### src/rtl/mult_div_unit.sv
// Multi-cycle MIPS HI/LO unit: MULT/MULTU/DIV/DIVU with MTHI/MTLO, stalls the pipeline while busy.
// Optional MDU_FAST_MUL_EN: single-cycle multiply; the divide path stays iterative.
module mult_div_unit #(
  parameter int unsigned WIDTH = 32,
  parameter int unsigned CNT_W = 6
) (
  input  logic             clk,
  input  logic             resetn,
  input  logic             ex_valid,
  input  logic [5:0]       op,
  input  logic [WIDTH-1:0] src_a,
  input  logic [WIDTH-1:0] src_b,
  input  logic             exception,
  output logic             mult_div_run,
  output logic [WIDTH-1:0] hi,
  output logic [WIDTH-1:0] lo
);

  typedef enum logic [1:0] {StIdle, StMul, StDiv, StDone} state_e;

  localparam logic [CNT_W-1:0] LastCnt = CNT_W'(WIDTH - 1);

  state_e             state_q;
  logic [CNT_W-1:0]   cnt_q;
  logic [WIDTH-1:0]   ma_q, mb_q;
  logic [2*WIDTH-1:0] p_q;
  logic               neg_q, neg_rem_q, dz_q;
  logic [WIDTH-1:0]   hi_q, lo_q;

  logic               is_mul, is_div, is_signed, issue, busy;
  logic [WIDTH-1:0]   mag_a, mag_b;
  logic [WIDTH:0]     mul_upper, div_rs, div_diff;
  logic [2*WIDTH-1:0] mul_next, div_next, mul_res;
  logic [WIDTH-1:0]   div_quo, div_rem;

  assign is_mul    = op[0] | op[1];
  assign is_div    = op[2] | op[3];
  assign is_signed = op[0] | op[2];
  assign busy      = (state_q == StMul) || (state_q == StDiv);
  // Gate on resetn so a held EX instruction cannot appear to issue while in reset.
  assign issue        = resetn & ex_valid & (is_mul | is_div) & (state_q == StIdle) & ~exception;
  assign mult_div_run = issue | (busy & ~exception);

  assign mag_a = (is_signed & src_a[WIDTH-1]) ? (~src_a + 1'b1) : src_a;
  assign mag_b = (is_signed & src_b[WIDTH-1]) ? (~src_b + 1'b1) : src_b;

  // Shift-add step: low half of p_q holds the remaining multiplier bits.
  assign mul_upper = {1'b0, p_q[2*WIDTH-1:WIDTH]} + (p_q[0] ? {1'b0, ma_q} : {(WIDTH+1){1'b0}});
  assign mul_next  = {mul_upper, p_q[WIDTH-1:1]};
  assign mul_res   = neg_q ? (~mul_next + 1'b1) : mul_next;

  // Restoring step: {remainder, dividend/quotient} shifted left one bit per cycle.
  assign div_rs   = {p_q[2*WIDTH-1:WIDTH], p_q[WIDTH-1]};
  assign div_diff = div_rs - {1'b0, mb_q};
  assign div_next = div_diff[WIDTH] ? {div_rs[WIDTH-1:0], p_q[WIDTH-2:0], 1'b0}
                                    : {div_diff[WIDTH-1:0], p_q[WIDTH-2:0], 1'b1};
  assign div_quo  = dz_q  ? {WIDTH{1'b1}}
                  : neg_q ? (~div_next[WIDTH-1:0] + 1'b1) : div_next[WIDTH-1:0];
  assign div_rem  = neg_rem_q ? (~div_next[2*WIDTH-1:WIDTH] + 1'b1) : div_next[2*WIDTH-1:WIDTH];

`ifdef MDU_FAST_MUL_EN
  logic [2*WIDTH-1:0] fast_prod, fast_res;
  assign fast_prod = {{WIDTH{1'b0}}, mag_a} * {{WIDTH{1'b0}}, mag_b};
  assign fast_res  = (is_signed & (src_a[WIDTH-1] ^ src_b[WIDTH-1])) ? (~fast_prod + 1'b1)
                                                                     : fast_prod;
`endif

  always_ff @(posedge clk or negedge resetn) begin
    if (!resetn) begin
      state_q   <= StIdle;
      cnt_q     <= '0;
      ma_q      <= '0;
      mb_q      <= '0;
      p_q       <= '0;
      neg_q     <= 1'b0;
      neg_rem_q <= 1'b0;
      dz_q      <= 1'b0;
      hi_q      <= '0;
      lo_q      <= '0;
    end else if (exception) begin
      state_q <= StIdle;
    end else begin
      unique case (state_q)
        StIdle: begin
          if (issue) begin
            cnt_q     <= '0;
            ma_q      <= mag_a;
            mb_q      <= mag_b;
            p_q       <= {{WIDTH{1'b0}}, (is_mul ? mag_b : mag_a)};
            neg_q     <= is_signed & (src_a[WIDTH-1] ^ src_b[WIDTH-1]);
            neg_rem_q <= is_signed & src_a[WIDTH-1];
            dz_q      <= (src_b == '0);
`ifdef MDU_FAST_MUL_EN
            if (is_mul) begin
              {hi_q, lo_q} <= fast_res;
              state_q      <= StDone;
            end else begin
              state_q <= StDiv;
            end
`else
            state_q <= is_mul ? StMul : StDiv;
`endif
          end else if (ex_valid & op[5]) begin
            hi_q <= src_a;
          end else if (ex_valid & op[4]) begin
            lo_q <= src_a;
          end
        end
        StMul: begin
          p_q   <= mul_next;
          cnt_q <= cnt_q + 1'b1;
          if (cnt_q == LastCnt) begin
            {hi_q, lo_q} <= mul_res;
            state_q      <= StDone;
          end
        end
        StDiv: begin
          p_q   <= div_next;
          cnt_q <= cnt_q + 1'b1;
          if (cnt_q == LastCnt) begin
            hi_q    <= div_rem;
            lo_q    <= div_quo;
            state_q <= StDone;
          end
        end
        StDone:  state_q <= StIdle;
        default: state_q <= StIdle;
      endcase
    end
  end

  assign hi = hi_q;
  assign lo = lo_q;

endmodule
### config.mk
export PLATFORM = sky130hd
export DESIGN_NAME = mult_div_unit
export DESIGN_NICKNAME = d
export VERILOG_FILES = /design/src/rtl/mult_div_unit.sv
export SDC_FILE = /design/constraint.sdc
export NUM_CORES = 1
export LEC_CHECK = 0
export CAP_MARGIN = 0
export CELL_PAD_IN_SITES_DETAIL_PLACEMENT = 0
export CELL_PAD_IN_SITES_GLOBAL_PLACEMENT = 1
export CORE_MARGIN = 5
export CORE_UTILIZATION = 41
export DETAILED_ROUTE_END_ITERATION = 8
export GPL_TIMING_DRIVEN = 1
export PLACE_DENSITY_LB_ADDON = 0.1
export SYNTH_ARGS = -nofsm -noshare
export SYNTH_HDL_FRONTEND = slang
export SYNTH_SLANG_ARGS = --single-unit
### constraint.sdc
create_clock -name clk -period 4.4 [get_ports clk]
set_input_delay 0.66 -clock clk [delete_from_list [all_inputs] [get_ports clk]]
set_output_delay 0.66 -clock clk [all_outputs]
set_load 0.005 [all_outputs]
* After elaboration in Yosys (flattened, before gate mapping)
Index checks and enable logic that the tools add are counted.
** Word-level totals
- Logic and storage cells :: 94
- Output and inout port bits :: 65
- Flip-flop bits (word level) :: 203
** Operators by class
- Reductions and logical operators :: 12
- Bitwise logic cells :: 22
- Muxes and demuxes :: 29
- Add/subtract/negate cells :: 8
- Eq/ne operators :: 13
** Operators with widths (number)
- 2-to-1 mux 32 bit :: 16
- 2-to-1 mux 64 bit :: 3
- one-hot mux 32 bit (3 select lines) :: 2
- one-hot mux 64 bit (3 select lines) :: 1
- adder 32 x 1 -> 32 bit, second input constant :: 4
- inverter 32 bit :: 4
- adder 64 x 1 -> 64 bit, second input constant :: 1
- inverter 64 bit :: 1
- adder 32 x 32 -> 33 bit :: 1
- subtractor 33 x 32 -> 33 bit :: 1
- zero test 32 bit :: 1
- one-hot mux 6 bit (2 select lines) :: 1
- AND 1 bit :: 10
- AND reduction 3 bit :: 3
- 2-to-1 mux 2 bit :: 4
- != test 2 x 1 -> 1 bit, second input constant :: 4
- AND reduction 7 bit :: 1
- adder 6 x 1 -> 6 bit, second input constant :: 1
- == test 6 x 5 -> 1 bit, second input constant :: 1
- 2-to-1 mux 6 bit :: 1
- != test 2 bit, second input constant :: 3
- one-hot mux 2 bit (3 select lines) :: 1
- AND reduction 6 bit :: 1
- bitwise OR 1 bit :: 5
- 12 further kinds :: 13

* Depth between registers and ports, before layout
Gate-level depths: netlist of run 1.
- Depth after elaboration :: 8
- Mapped depth :: 21
- Gate-level depth less buffers :: 18

* Least setup slack after synthesis of run 1
OpenSTA, ideal clock, no wires.
- Path kind :: register to register
- Start :: register p_q[31]
- End :: register hi_q[31], in the netlist hi[31]
- Required time :: 4.263 ns
- Stages on the path, launching flop included :: 17
- Path slack :: -0.163 ns
- Buffers on the path :: 2
- Data arrival time :: 4.427 ns
- Cells stage by stage :: dfrtp_1 > clkbuf_1 > inv_1 > ha_1 > fa_1 > nand2b_1 > a21bo_4 > a2111oi_2 > o21ai_1 > a221o_1 > or4b_1 > or4_4 > a21bo_1 > buf_2 > o211a_1 > o41ai_1 > o211ai_1
** Between the ends
- Word-level cells in the longest chain between the ends :: 7
- Elaborated cells on any way between the ends :: 11
** RTL lines
- from (decl) :: RTL line 26 : logic [2*WIDTH-1:0] p_q;
- from (signal assigned) :: RTL line 89 : p_q <= {{WIDTH{1'b0}}, (is_mul ? mag_b : mag_a)};
- from (signal assigned) :: RTL line 110 : p_q <= mul_next;
- from (signal assigned) :: RTL line 118 : p_q <= div_next;
- subtractor 33 x 32 -> 33 bit :: RTL line 54 : assign div_diff = div_rs - {1'b0, mb_q};
- 2-to-1 mux 64 bit :: RTL line 55 : assign div_next = div_diff[WIDTH] ? {div_rs[WIDTH-1:0], p_q[WIDTH-2:0], 1'b0}
- inverter 32 bit :: RTL line 59 : assign div_rem = neg_rem_q ? (~div_next[2*WIDTH-1:WIDTH] + 1'b1) : div_next[2*WIDTH-1:WIDTH];
- adder 32 x 1 -> 32 bit :: RTL line 59
- 2-to-1 mux 32 bit :: RTL line 59
- 2-to-1 mux 32 bit :: RTL line 120 : if (cnt_q == LastCnt) begin
- one-hot mux 32 bit (3 select lines) (*) :: RTL line 83 : unique case (state_q)
- to (signal assigned) :: RTL line 104 : hi_q <= src_a;
- to (signal assigned) :: RTL line 113 : {hi_q, lo_q} <= mul_res;
- to (signal assigned) :: RTL line 121 : hi_q <= div_rem;
- to (decl) :: RTL line 28 : logic [WIDTH-1:0] hi_q, lo_q;
Every way passes the cells marked *; elsewhere a longest branch is shown, timed or not. The select of a mux whose other input is x is not followed.
A chain may end at the register's enable or synchronous reset.

* Final worst setup path of run 1
- Start :: register p_q[0]
- End :: register hi_q[30], in the netlist hi[30]
** Between the ends
- Word-level cells in the longest chain between the ends :: 7
** RTL lines
- 2-to-1 mux 32 bit (*) :: RTL line 48 : assign mul_upper = {1'b0, p_q[2*WIDTH-1:WIDTH]} + (p_q[0] ? {1'b0, ma_q} : {(WIDTH+1){1'b0}});
- adder 32 x 32 -> 33 bit (*) :: RTL line 48
- inverter 64 bit :: RTL line 50 : assign mul_res = neg_q ? (~mul_next + 1'b1) : mul_next;
- adder 64 x 1 -> 64 bit :: RTL line 50
- 2-to-1 mux 64 bit (*) :: RTL line 50
- 2-to-1 mux 32 bit (*) :: RTL line 112 : if (cnt_q == LastCnt) begin
- one-hot mux 32 bit (3 select lines) (*) :: RTL line 83
Marks and branches as above.

==> flow_metrics.tcl, run 1 <==
set metrics [dict create \
    post_synth_most_frequent_cells "382 x sky130_fd_sc_hd__nand2_1, 274 x sky130_fd_sc_hd__o21ai_0, 203 x sky130_fd_sc_hd__dfrtp_1" \
    tightestPinTransition_ns 1.05 \
    route.antenna.remaining_nets 0 \
    largest_stage_delay_on_the_critical_path_ns 0.54 \
    numCtsBuffers 25 \
    synth_most_common_cell "sky130_fd_sc_hd__nand2_1" \
    yosys_register_bits 203 \
    worst_hold_path_type "flop to flop" \
    dieHeight_um 226 \
    setup_viol 0 \
    minimum_period_implied_by_the_final_worst_setup_slack_ns 4.30 \
    power.net_switching_mw 12.5 \
    final_nets 2951 \
    critical_path.n_buffers_inverters 3 \
    seq_power_share_pct 15.1 \
    grt_pass1_wl_mm 132 \
    leakagePower_nw 10.1 \
    largest_net_degree_at_the_start_of_global_routing 158 \
    slew_headroom_pct 29.9 \
    ys_warn_count 0 \
    kind_of_cell_adding_the_most_delay_to_the_critical_path "simple AND/OR/NAND/NOR gates" \
    crit_fanout 25 \
    combinational_family_with_the_most_area_after_synthesis "compound AO/OA/AOI/OAI gates" \
    clock-root-buffer "sky130_fd_sc_hd__clkbuf_16" \
    clkSlewWorstSetupHoldPaths_ns 0.06 \
    synth.lib_cells_used.distinct 97 \
    worst_skew_pair.late_latency_ns 0.56 \
    die_w_um 226 \
    grt_remaining_overflow 0 \
    synth_xor_area_share_pct 9.09 \
    first_global_vias 20600 \
    rsz_0062_raised_after_global_routing "true" \
    placedCellCount 3374 \
    critPathLaunchType "flop" \
    fmaxAchievable_mhz 233 \
    worst-endpoint-required_ns 4.83 \
    cell_internal_pwr_mw 11.2 \
    tritoncts_clock_tree "yes" \
    p_comb_share_pct 76.3 \
    syn-num-nets 2683 \
    muxShareOfSynthArea_pct 2.31 \
    cts-root-to-sink-buffers 3 \
    io_buffers 138 \
    grt_antenna_before_repair 1 \
    routed_via_density 6.19 \
    totalWireLength_mm 90.1 \
    num_rows 79 \
    avgRoutedWirePerCell_um 26.3 \
    startpoint_to_endpoint_class_of_the_critical_path "flop to flop" \
    timing.max_cap.violations 0 \
    post_route_skew_ns 0.0280 \
    synth_cells 2532 \
    async_flop_share_pct 100 \
    post-route-drc-count 0 \
    placedInstanceArea_um2 22700 \
    status "finished, final reports clean" \
    finalMaxSlewViolations 0 \
    endpoint_kind_of_the_worst_setup_timing_path "flop" \
    mappedNetlistArea_um2 19100 \
    power.switching_fraction_pct 52.6 \
    power_mw 23.7 \
    layout.cell_area.non_filler_um2 24000 \
    initial_cell_density_of_the_core_pct 41.2 \
    path_cells "buf_4, buf_12, and2_1, ha_4, a21o_1, nand3_1, a311o_2, a211oi_2, nor2_1, xnor2_1, or4_1, buf_4, nor2_2, nor2_1, or4_1, o22a_1" \
    stdcell_count 3428 \
    synth_enable_flop_cells 0 \
    top_level_ports 139 \
    final_core_utilization_pct 51.8 \
    design.die.area_um2 50900 \
    synth.avg_cell_area_um2 7.54 \
    htree_levels 1 \
    r2r_setup_slack_ns 0.1 \
    synth-compound-area-share_pct 29.7 \
    share_of_synthesized_cell_area_in_full_adder_half_adder_and_majority_cells_pct 5.13 \
    clkSinkCount 203 \
    critical_path_arrival_ns 4.73 \
    track_usage_pct 34.2 \
    prevailing_post_synth_register_cell "sky130_fd_sc_hd__dfrtp_1" \
    num_vias 21200 \
    synth_area_leaders "sky130_fd_sc_hd__dfrtp_1 27%, sky130_fd_sc_hd__nand2_1 7.5%, sky130_fd_sc_hd__o21ai_0 7.2%, sky130_fd_sc_hd__xnor2_1 6.2%, sky130_fd_sc_hd__ha_1 4.9%" \
    final_layout_size_suffix_gt1_share_pct 16.2 \
    yosysTopAreaCellShare_pct 26.6 \
    synth_simple_gate_area_share_pct 21.4 \
    areaGrowthSynthToFinish_pct 25.7 \
    synthDominantAreaCellType "sky130_fd_sc_hd__dfrtp_1" \
    drtIter0Drc 2121 \
    finalHoldViolCount 0 \
    ys_seq_area_share_pct 26.6 \
    place.detailed.hpwl_mm 71.6 \
    final_weighted_congestion_of_routability_driven_global_placement 1.04 \
    period_share_pct 97.7 \
    p_clk_share_pct 8.7 \
    max_ir_drop_vdd_uv 1370 \
    critical-path-slowest-cell "sky130_fd_sc_hd__or4_1" \
    firstDrtPassIters 6 \
    powerDensity_nw_per_um2 987 \
    placeableCoreArea_um2 46300 \
]
## metal layers
metal / GRT usage [%] / vias up / share of wire [%]
met1: 44.5 / 10400 / 41
met3: 4.06 / 226 / 5.9
met4: 17.5 / 2 / 6.6
met2: 56.2 / 878 / 46
met5: 0 / - / 0.010
li1: - / 9722 / -
## worst paths after layout
| path | from | end | depth (start not counted) |
|---|---|---|---|
| min | ma_q[24] | ma_q[24] | 2 |
| min in group asynchronous | resetn | mb_q[18] | 2 |
| max reg2reg | p_q[0] | hi[30] | 16 |
| min reg2reg | ma_q[24] | ma_q[24] | 2 |
| max | p_q[0] | hi[30] | 16 |
| max in group asynchronous | resetn | p_q[55] | 3 |
## power by group through the flow
stage	clock, mW	combinational [mW]	sequential [mW]
3_3_place_gp	0	17.0	3.55
2_1_floorplan	0	10.1	3.21
6_report	2.05	18.0	3.57
3_5_place_dp	0	17.1	3.57
4_1_cts	2.08	17.3	3.55
5_1_grt	2.15	19.3	3.66
## kinds of logic after synthesis
logic type | count (synthesis)
AO/OA/AOI/OAI | 863
XOR/XNOR | 198
adder cells (fa/ha/maj) | 77
buffers and inverters | 286
flip-flops | 203
multiplexers | 43
AND/OR/NAND/NOR | 862
## placed cells by master (no fill, tap or decap), types with 54 or more instances in the layout
cell / instances
sky130_fd_sc_hd__and2_1: 54
sky130_fd_sc_hd__inv_1: 97
sky130_fd_sc_hd__buf_4: 282
sky130_fd_sc_hd__xnor2_1: 134
sky130_fd_sc_hd__nand2_1: 381
sky130_fd_sc_hd__o21ai_0: 263
sky130_fd_sc_hd__xor2_1: 63
sky130_fd_sc_hd__o31ai_1: 60
sky130_fd_sc_hd__clkdlybuf4s50_1: 137
sky130_fd_sc_hd__nor2_1: 158
sky130_fd_sc_hd__ha_1: 61
sky130_fd_sc_hd__a21oi_1: 155
sky130_fd_sc_hd__dfrtp_1: 201
## layout make-up
cell class                 count  area (um^2)
tap                          607          759
timing repair buffer         426         3610
clock inverter                 8         71.3
antenna                        2         5.00
sequential                   203         5080
inverter                     101          382
fill                        4595        22300
multi-input combinational   2043        13400
clock buffer                  38          714
## state kept, by name (all words and copies together), names as in the netlist
register and cells:
ma_q 32, hi 32, neg_rem_q 1, state_q 2, cnt_q 6, dz_q 1
p_q 64, neg_q 1, lo 32, mb_q 32
## stage by stage
step                hold slack, ns  setup WS [ns]  setup TNS, ns
floorplan                    0.364        -0.0499        -0.0499
global placement             0.454         -0.293         -0.580
detailed placement           0.461         -0.272         -0.883
CTS                          0.476        0.00144              0
global route                 0.494        -0.0362         -0.149
finish                       0.478         0.0991              0
## worst reg2reg max path: cells and delay by family (launching register included)
family | cells | cell delay (ns)
XOR/XNOR | 1 | 0.17
adder cells (fa/ha/maj) | 1 | 0.28
AND/OR/NAND/NOR | 7 | 1.64
buffers and inverters | 3 | 0.51
AO/OA/AOI/OAI | 4 | 1.17
flip-flops | 1 | 0.39
## timing repair
item	in CTS	in global routing
buffers inserted	1	4
hold buffers	1	0
gates cloned	0	0
pin swaps	2	13
setup endpoints to repair	14	24
hold endpoints to repair	2	0
gates resized for setup	17	72
(Power assumes the default switching activity.)
==> run 2: changes to the inputs <==
--- a/config.mk
+++ b/config.mk
@@ -13,6 +13,7 @@
 export DETAILED_ROUTE_END_ITERATION = 8
 export GPL_TIMING_DRIVEN = 1
 export PLACE_DENSITY_LB_ADDON = 0.1
+export SKIP_LAST_GASP = 1
 export SYNTH_ARGS = -nofsm -noshare
 export SYNTH_HDL_FRONTEND = slang
 export SYNTH_SLANG_ARGS = --single-unit
==> run 2 against run 1 <==
Against the previous run:
- clock power is essentially flat
- sequential share of layout area is essentially flat
- highest routed layer unchanged
- design area shrank 0.10%
- combinational power is essentially flat
- first-iteration DRC count grew 5.2%
- clock skew shrank 0.00053 ns
- non-clock buffer count is the same
- count of clock-buffer cells in the layout is the same
- global-route usage is the same
==> flow_metrics.tcl, run 2 (synthesis gave the netlist of run 1 again) <==
set metrics [dict create \
    p_comb_share_pct 76.2 \
    fin_hold_ws_ns 0.477 \
    clkSlewWorstSetupHoldPaths_ns 0.06 \
    critical_path.most_common_cell "sky130_fd_sc_hd__buf_4" \
    powerDensity_nw_per_um2 985 \
    worst-endpoint-required_ns 4.80 \
    cell_internal_pwr_mw 11.2 \
    top_level_ports 139 \
    seqCellArea_um2 5080 \
    first_global_vias 20600 \
    final_critical_path_setup_slack_ns 0.0850 \
    num_rows 79 \
    totalWireLength_mm 89.9 \
    minimum_period_implied_by_the_final_worst_setup_slack_ns 4.32 \
    drtIter0Drc 2231 \
    finalMaxSlewViolations 0 \
    htree_levels 1 \
    worst_skew_pair.late_latency_ns 0.56 \
    post-route-drc-count 0 \
    final_nets 2951 \
    routed_via_density 6.15 \
    placedInstanceArea_um2 22700 \
    leakagePower_nw 10.1 \
    largest_stage_delay_on_the_critical_path_ns 0.53 \
    post_route_skew_ns 0.0275 \
    numCtsBuffers 25 \
    critical-path-slowest-cell "sky130_fd_sc_hd__or4_1" \
    initial_cell_density_of_the_core_pct 41.2 \
    grt_remaining_overflow 0 \
    largest_register_ffs 64 \
    placement.setup.worst_slack_ns -0.272 \
    mostFrequentLayoutCells "381 x sky130_fd_sc_hd__nand2_1, 282 x sky130_fd_sc_hd__buf_4, 263 x sky130_fd_sc_hd__o21ai_0" \
    avgRoutedWirePerCell_um 26.3 \
    io_buffers 138 \
    track_usage_pct 34.2 \
    finalHoldViolCount 0 \
    endpoint_kind_of_the_worst_setup_timing_path "flop" \
    die_w_um 226 \
    num_vias 21100 \
    cts-root-to-sink-buffers 3 \
    final_core_utilization_pct 51.8 \
    timing.max_cap.violations 0 \
    multiInputGateArea_um2 13300 \
    critical_path_arrival_ns 4.71 \
    rsz_0062_raised_after_global_routing "true" \
    placeableCoreArea_um2 46300 \
    final_layout_size_suffix_gt1_share_pct 16.1 \
    power.switching_fraction_pct 52.5 \
    grt_pass1_wl_mm 132 \
    firstDrtPassIters 6 \
    largest_register "p_q" \
    route.antenna.remaining_nets 0 \
    fmaxAchievable_mhz 232 \
    clock-root-buffer "sky130_fd_sc_hd__clkbuf_16" \
    worst_hold_path_type "flop to flop" \
    design.die.area_um2 50900 \
    final_weighted_congestion_of_routability_driven_global_placement 1.04 \
    startpoint_to_endpoint_class_of_the_critical_path "flop to flop" \
    period_share_pct 98.1 \
    p_clk_share_pct 8.7 \
    areaGrowthSynthToFinish_pct 25.6 \
    power.net_switching_mw 12.4 \
    crit_fanout 25 \
    dieHeight_um 226 \
    place.detailed.hpwl_mm 71.6 \
    insertedDiodeCount 0 \
    number_of_fillers_in_the_final_layout 4598 \
    final_common_cell "sky130_fd_sc_hd__nand2_1" \
    status "finished, final reports clean" \
    clkSinkCount 203 \
    critPathLaunchType "flop" \
    path_cells "buf_4, buf_12, and2_1, ha_4, a21o_1, nand3_1, a311o_2, a211oi_2, nor2_1, xnor2_1, or4_1, buf_4, nor3_2, mux2_2, o21ai_1, a41oi_1" \
    largest_net_degree_at_the_start_of_global_routing 158 \
    grt_antenna_before_repair 1 \
    seq_power_share_pct 15.1 \
    tightestPinTransition_ns 1.03 \
    tritoncts_clock_tree "yes" \
    max_ir_drop_vdd_uv 1370 \
    setup_viol 0 \
    layout.cell_area.non_filler_um2 24000 \
    slew_headroom_pct 30.8 \
]
-- run 2: cell types whose count changed in the layout (fill, tap and decap cells not counted), sizes merged --
cell / delta
diode: -2
-- run 2: metal layers --
| layer | track usage, % | part of all wire (%) |
|---|---|---|
| met5 | 0 | 0.010 |
| met4 | 17.5 | 6.6 |
| met3 | 4.06 | 6.2 |
| met2 | 56.2 | 46 |
| met1 | 44.5 | 41 |
-- run 2: timing repair --
action | in CTS | in global routing
pin swaps | 2 | 13
buffers inserted | 1 | 4
endpoints found under the setup margin | 14 | 24
hold endpoints to repair | 2 | 0
hold buffers | 1 | 0
gates resized for setup | 17 | 68
-- run 2: path summary, 6_finish.rpt --
kind	endpoint	depth (start not counted)	start	slack, ns
hold reg to reg	ma_q[24]	2	ma_q[24]	0.48
max in group asynchronous	p_q[55]	3	resetn	2.47
hold / removal	ma_q[24]	2	ma_q[24]	0.48
min in group asynchronous	mb_q[18]	2	resetn	0.58
setup / recovery	hi[28]	16	p_q[0]	0.08
setup reg to reg	hi[28]	16	p_q[0]	0.08
-- run 2: power by group through the flow --
stage | sequential (mW) | clock [mW] | combinational, mW
2_1_floorplan | 3.21 | 0 | 10.1
3_3_place_gp | 3.55 | 0 | 17.0
3_5_place_dp | 3.57 | 0 | 17.1
4_1_cts | 3.55 | 2.08 | 17.3
5_1_grt | 3.65 | 2.15 | 19.2
6_report | 3.57 | 2.04 | 18.0
-- run 2: area by class of cell --
class                           count  area share (%)
Tap cell                          607            3.17
Multi-Input combinational cell   2043            55.7
Inverter                          101            1.59
Clock inverter                      8           0.298
Timing Repair Buffer              426            15.1
Clock buffer                       38            2.98
Sequential cell                   203            21.2
-- run 2: worst max-delay path: cells and delay by family, from the launching register on --
family          cells  cell delay [ns]
flops               1             0.39
mux                 1             0.36
compound gates      5             1.30
simple gates        5             1.13
fa+ha+maj           1             0.28
xor+xnor            1             0.17
buf+inv             3             0.50
-- run 2: through the flow --
| stage | setup TNS [ns] | cells | power [mW] |
|---|---|---|---|
| floorplan | -0.0499 | 2532 | 13.3 |
| finish | 0 | 3426 | 23.6 |
| global placement | -0.580 | 3374 | 20.6 |
| global route | -0.200 | 3426 | 25.0 |
| CTS | 0 | 3422 | 22.9 |
| detailed placement | -0.883 | 3374 | 20.7 |
